### src/rtl/mul_ctrl.sv
// ============================================================================
// Module   : mul_ctrl
// Purpose  : Execute-stage sequencer for the two-cycle Booth/Wallace
//            multiplier. It accepts one multiply-class instruction at a
//            time, starts the multiplier, and stalls the pipeline until the
//            product returns. It optionally accumulates into HI/LO, then
//            issues a single-cycle HI/LO or GPR write. A pipeline flush
//            cancels the multiplier and suppresses all writes.
// Revision : 1.0  initial release
// ----------------------------------------------------------------------------
// Build option:
//   MUL_ACC_EN  defined   -> MADD/MADDU/MSUB/MSUBU supported (ACC state, R reg)
//               undefined -> ops 2..5 are reported as illegal
// ----------------------------------------------------------------------------
// Ports:
//   CLK, RST                 clock (rising edge), async active-low reset
//   OP_VALID, OP[2:0]        instruction present / opcode
//                            (0 MULT, 1 MULTU, 2 MADD, 3 MADDU, 4 MSUB,
//                             5 MSUBU, 6 MUL, 7 reserved)
//   SRC_A, SRC_B             rs / rt operands (held while stalled)
//   HI_IN, LO_IN             forwarded HI/LO, used by the accumulate ops
//   FLUSH                    kill the in-flight instruction
//   MUL_START/CANCEL/SIGNED  multiplier controls
//   MUL_A, MUL_B             multiplier operands
//   MUL_RESULT, MUL_READY    multiplier product / product valid
//   STALL_REQ                hold IF/ID/EX
//   HILO_WE, HI_OUT, LO_OUT  HI/LO write strobe and data
//   GPR_WE, GPR_DATA         rd write strobe and data
//   OP_ILLEGAL               reserved op, or accumulate op when unsupported
// ============================================================================
`default_nettype none

module mul_ctrl (
  input  logic        CLK,
  input  logic        RST,
  input  logic        OP_VALID,
  input  logic [2:0]  OP,
  input  logic [31:0] SRC_A,
  input  logic [31:0] SRC_B,
  input  logic [31:0] HI_IN,
  input  logic [31:0] LO_IN,
  input  logic        FLUSH,
  output logic        MUL_START,
  output logic        MUL_CANCEL,
  output logic        MUL_SIGNED,
  output logic [31:0] MUL_A,
  output logic [31:0] MUL_B,
  input  logic [63:0] MUL_RESULT,
  input  logic        MUL_READY,
  output logic        STALL_REQ,
  output logic        HILO_WE,
  output logic [31:0] HI_OUT,
  output logic [31:0] LO_OUT,
  output logic        GPR_WE,
  output logic [31:0] GPR_DATA,
  output logic        OP_ILLEGAL
);

  localparam logic [2:0] OP_MUL_GPR = 3'd6;
  localparam logic [2:0] OP_RSVD    = 3'd7;

  typedef enum logic [1:0] {
    S_IDLE = 2'd0,
    S_WAIT = 2'd1,
`ifdef MUL_ACC_EN
    S_ACC  = 2'd2,
`endif
    S_DONE = 2'd3
  } state_t;

  state_t      state_q, state_d;
  logic [2:0]  op_q, op_d;
  logic [63:0] p_q, p_d;
  logic        op_legal;
  logic        accept;
  logic        in_idle, in_wait, in_acc, in_done;
  logic [63:0] hilo_wdata;

`ifdef MUL_ACC_EN
  logic [63:0] r_q, r_d;
  logic        op_q_is_acc;
  // Ops 2..5 are exactly those with OP[2] != OP[1] (op 6 and 7 have both set).
  assign op_q_is_acc = op_q[2] ^ op_q[1];
`else
  // Accumulate inputs are only consumed when the accumulate ops exist.
  logic unused_acc_inputs;
  assign unused_acc_inputs = ^{HI_IN, LO_IN};
`endif

  always_comb begin
    op_legal = (OP != OP_RSVD);
`ifndef MUL_ACC_EN
    if ((OP >= 3'd2) && (OP <= 3'd5)) begin
      op_legal = 1'b0;
    end
`endif
  end

  assign in_idle = (state_q == S_IDLE);
  assign in_wait = (state_q == S_WAIT);
  assign in_done = (state_q == S_DONE);
`ifdef MUL_ACC_EN
  assign in_acc  = (state_q == S_ACC);
`else
  assign in_acc  = 1'b0;
`endif

  assign accept = in_idle & OP_VALID & ~FLUSH & op_legal;

  // --------------------------------------------------------------------------
  // State register
  // --------------------------------------------------------------------------
  always_ff @(posedge CLK or negedge RST) begin
    if (!RST) begin
      state_q <= S_IDLE;
      op_q    <= 3'd0;
      p_q     <= 64'd0;
`ifdef MUL_ACC_EN
      r_q     <= 64'd0;
`endif
    end else begin
      state_q <= state_d;
      op_q    <= op_d;
      p_q     <= p_d;
`ifdef MUL_ACC_EN
      r_q     <= r_d;
`endif
    end
  end

  // --------------------------------------------------------------------------
  // Next-state logic
  // --------------------------------------------------------------------------
  always_comb begin
    state_d = state_q;
    op_d    = op_q;
    p_d     = p_q;
`ifdef MUL_ACC_EN
    r_d     = r_q;
`endif
    case (state_q)
      S_IDLE: begin
        if (accept) begin
          op_d    = OP;
          state_d = S_WAIT;
        end
      end
      S_WAIT: begin
        if (MUL_READY) begin
          p_d = MUL_RESULT;
`ifdef MUL_ACC_EN
          state_d = op_q_is_acc ? S_ACC : S_DONE;
`else
          state_d = S_DONE;
`endif
        end
      end
`ifdef MUL_ACC_EN
      S_ACC: begin
        // Ops 2/3 add, ops 4/5 subtract; wraps modulo 2^64.
        if (op_q[2:1] == 2'b01) begin
          r_d = {HI_IN, LO_IN} + p_q;
        end else begin
          r_d = {HI_IN, LO_IN} - p_q;
        end
        state_d = S_DONE;
      end
`endif
      S_DONE: begin
        // OP_VALID is still the retiring instruction here; never re-accept.
        state_d = S_IDLE;
      end
      default: begin
        state_d = S_IDLE;
      end
    endcase
    if (FLUSH) begin
      state_d = S_IDLE;
    end
  end

  // --------------------------------------------------------------------------
  // Outputs. Everything is forced low while RST is asserted so the
  // combinational controls cannot follow OP_VALID during reset.
  // --------------------------------------------------------------------------
`ifdef MUL_ACC_EN
  assign hilo_wdata = op_q_is_acc ? r_q : p_q;
`else
  assign hilo_wdata = p_q;
`endif

  always_comb begin
    MUL_START  = RST & accept;
    MUL_CANCEL = RST & FLUSH & ((in_idle & OP_VALID) | in_wait);
    OP_ILLEGAL = RST & in_idle & OP_VALID & ~op_legal;
    STALL_REQ  = RST & ~FLUSH & (accept | in_wait | in_acc);
    // Signed ops are the even opcodes 0, 2, 4, 6.
    MUL_SIGNED = RST & (in_idle ? (accept & ~OP[0]) : ~op_q[0]);
    MUL_A      = RST ? SRC_A : 32'd0;
    MUL_B      = RST ? SRC_B : 32'd0;
    HILO_WE    = RST & in_done & ~FLUSH & (op_q != OP_MUL_GPR);
    GPR_WE     = RST & in_done & ~FLUSH & (op_q == OP_MUL_GPR);
    HI_OUT     = HILO_WE ? hilo_wdata[63:32] : 32'd0;
    LO_OUT     = HILO_WE ? hilo_wdata[31:0]  : 32'd0;
    GPR_DATA   = GPR_WE  ? p_q[31:0]         : 32'd0;
  end

endmodule

`default_nettype wire
### config.mk
export PLATFORM = sky130hd
export DESIGN_NAME = mul_ctrl
export DESIGN_NICKNAME = d
export VERILOG_FILES = /design/src/rtl/mul_ctrl.sv
export SDC_FILE = /design/constraint.sdc
export NUM_CORES = 1
export LEC_CHECK = 0
export BUFFER_PORTS_ARGS = -buffer_cell sky130_fd_sc_hd__buf_2
export CAP_MARGIN = 40
export CORE_AREA = 2 2 141 143
export CTS_CLUSTER_SIZE = 12
export DETAILED_ROUTE_END_ITERATION = 6
export DIE_AREA = 0 0 143 145
export PLACE_DENSITY = 0.5
export REMOVE_ABC_BUFFERS = 1
export SLEW_MARGIN = 20
export SYNTH_ARGS = -nofsm -noshare
export SYNTH_HDL_FRONTEND = slang
export SYNTH_SLANG_ARGS = --single-unit
export TNS_END_PERCENT = 30
### constraint.sdc
create_clock -name CLK -period 2 [get_ports CLK]
set_clock_uncertainty 0.2 [all_clocks]
set_input_delay 0.4 -clock CLK [delete_from_list [all_inputs] [get_ports CLK]]
set_output_delay 0.4 -clock CLK [all_outputs]
set_load 0.02 [all_outputs]
==> metrics.txt <==
outcome=finished with violations; failing checks=setup timing; RD Place Congestion=0.756; Clk network pwr share=0.378; Post-synth top cells=and2_1 (161), dfrtp_1 (69), mux2_2 (65); Yosys reg bits=69; Leakage=0.00346 uW; peak supply drop=0.467 mV; Final Cell Area=0.00678 mm^2; Synth cell types=27; Seq pwr share=0.432; initial antenna violation count=1; placed cell area=0.00576 mm^2; global route overflow=0; count leader, synth=and2_1; post-synthesis cell count=353; CP Max Fanout=25; Comb pwr share=0.190; vias in the first global route=3738; Sink Count=69; Post-synth ARST share=1.00; worst slew pin tran=0.453 ns; min Tclk post-route=2.29 ns; DRC=0; first-pass GRT wire length=20.5 mm; Critical Path Slowest Stage Cell=dfrtp_1; Detail Placement HPWL=10.7 mm; power per cell area=686 mW/mm^2; number of max-cap violations=0; Max Freq=436 MHz; slowest stage delay, CP=0.35 ns; cell internal pwr=3420 uW; Die Width=143 um; CP endpoint kind=output pin; initial core utilization=0.202; die area=0.0207 mm^2; clk buf depth=2; Clk Latency, worst-skew pair=0.33 ns; worst path cell trace=nand4b_1 > buf_4 > nor3_4 > buf_12 > and2_1 > buf_4; Avg WL per Cell=15.0 um; Syn. warnings=0; Net Sw Frac=0.266; Setup Buffers After CTS=0; Avg Inst Size Synth=11.0 um^2; via/cell ratio=3.95; CP Launch Type=register; DRT antenna net count=0; core area=0.0192 mm^2; Finished Core Util=0.353; area grow syn2layout=74.5%; total track usage=0.128; CTS tree=done; Final Max Slew Viols=0; Iteration-0 DRC Markers=56; critical path data required time=1.40 ns; RSZ-0062 raised after global routing=true; top-area cell type share of the netlist area=0.445; total CTS buffers=9; period utilization=1.15; Vert. Die Dim=145 um; CTS root buffer=clkbuf_16; Site Rows=51; via count=3701; final worst slack=-0.294 ns; Port Buf Inserts=302; Most used DFF post-synth=dfrtp_1; Post-synth EDFFs=0; Setup TNS=-24.32 ns; Layout Nets=865; total routed wirelength=14.1 mm; CP arrival=1.69 ns; share of layout cells above drive strength 1=0.648; mapped cell area=0.00388 mm^2; Reg clk slew, reported paths=0.06 ns; largest cells by area after synthesis=dfrtp_1 (44%), and2_1 (26%), mux2_2 (19%); Synth area leader=dfrtp_1; Final setup viols=103; Max transition margin=0.698; largest net degree at the start of global routing=80; Psw=1240 uW; Crit Path Class=reg -> out; DRT Pass-1 Iters=4; HP Class=in -> async; most frequent CP cell=buf_4; register area share after synthesis=0.445; Ports=367; final hold violation count=0; H-tree Lvls=3; Pwr Total=4650 uW
==> kinds of logic after synthesis <==
group                  count (synthesis)  synth area share
AOI/OAI and AO/OA                      8            0.0151
and+or+nand+nor                      186             0.302
buffers and inverters                 25            0.0496
muxes                                 65             0.189
DFF                                   69             0.445
==> sequential cells by signal (all words and copies together), names as in the netlist <==
register / cells
hilo_wdata: 64
op_q: 3
state_q: 2
==> final timing paths <==
path / start / to / slack [ns] / depth (start not counted)
worst min register to register: hilo_wdata[59]$_DFFE_PN0P_ / hilo_wdata[59]$_DFFE_PN0P_ / 0.29 / 1
min in group CLK: MUL_RESULT[3] / hilo_wdata[3]$_DFFE_PN0P_ / 0.09 / 2
max in group asynchronous: RST / hilo_wdata[13]$_DFFE_PN0P_ / 0.69 / 4
worst min-delay path: RST / hilo_wdata[25]$_DFFE_PN0P_ / 0.01 / 3
worst max-delay path: state_q[0]$_DFFE_PN0P_ / GPR_DATA[15] / -0.29 / 6
worst max register to register: state_q[1]$_DFFE_PN0P_ / hilo_wdata[29]$_DFFE_PN0P_ / 0.17 / 5
==> critical path, delay by kind of cell, from the launching register on <==
kind	cells	cell delay [ns]
buffers and inverters	3	0.52
flip-flops	1	0.35
AND/OR/NAND/NOR	3	0.49
==> per-layer routing <==
metal  routed length (um)  share of wire  vias to the layer above  global-route usage
met3                 1340          0.095                        6              0.0505
met4                  103         0.0073                        0              0.0337
met5                    0              0                        -                   0
met2                 7260           0.52                      175               0.230
met1                 5380           0.38                     1747               0.139
li1                     -              -                     1773                   -
==> area by class of cell <==
type | count | area (um^2)
Sequential cell | 69 | 1730
Timing Repair Buffer | 325 | 2340
Clock buffer | 9 | 225
Antenna cell | 1 | 2.50
Multi-Input combinational cell | 259 | 2050
Clock inverter | 7 | 97.6
Tap cell | 265 | 332
Fill cell | 1991 | 12400
Inverter | 1 | 3.75
==> metrics by stage <==
stage | instances | hold slack (ns) | setup slack [ns]
after floorplan | 329 | -0.0956 | -1.07
after global placement | 915 | 0.164 | -0.219
after detailed placement | 915 | 0.158 | -0.218
after CTS | 934 | 0.0148 | -0.316
after global routing | 936 | 0.0280 | -0.380
final | 936 | 0.00963 | -0.294
==> power by group through the flow <==
stage | clock (uW) | sequential, uW | combinational, uW
CTS | 1830 | 2010 | 889
floorplan | 0 | 1950 | 553
global placement | 0 | 2010 | 858
global route | 1900 | 2060 | 967
detailed placement | 0 | 2030 | 877
finish | 1760 | 2010 | 884
==> timing repair <==
action	in CTS	in global routing
hold endpoints to repair	9	0
endpoints found under the setup margin	110	106
resized for setup	151	58
pin swaps	10	11
hold buffers	3	0
cloned	0	1
==> placed cells by master (no fill, tap or decap), drive strengths merged <==
cell,count
a21boi,1
a21oi,3
a32o,1
and2,161
and3,2
and3b,1
buf,321
bufinv,2
clkbuf,10
clkinv,1
clkinvlp,2
dfrtp,69
diode,1
dlygate4sd3,3
inv,3
mux2,65
nand2,1
nand2b,2
nand3b,1
nand4b,2
nor2,8
nor2b,2
nor3,3
nor4b,1
nor4bb,1
o21ai,2
o21ba,1
or2,1
No activity file was read; power rests on OpenSTA's default activity.
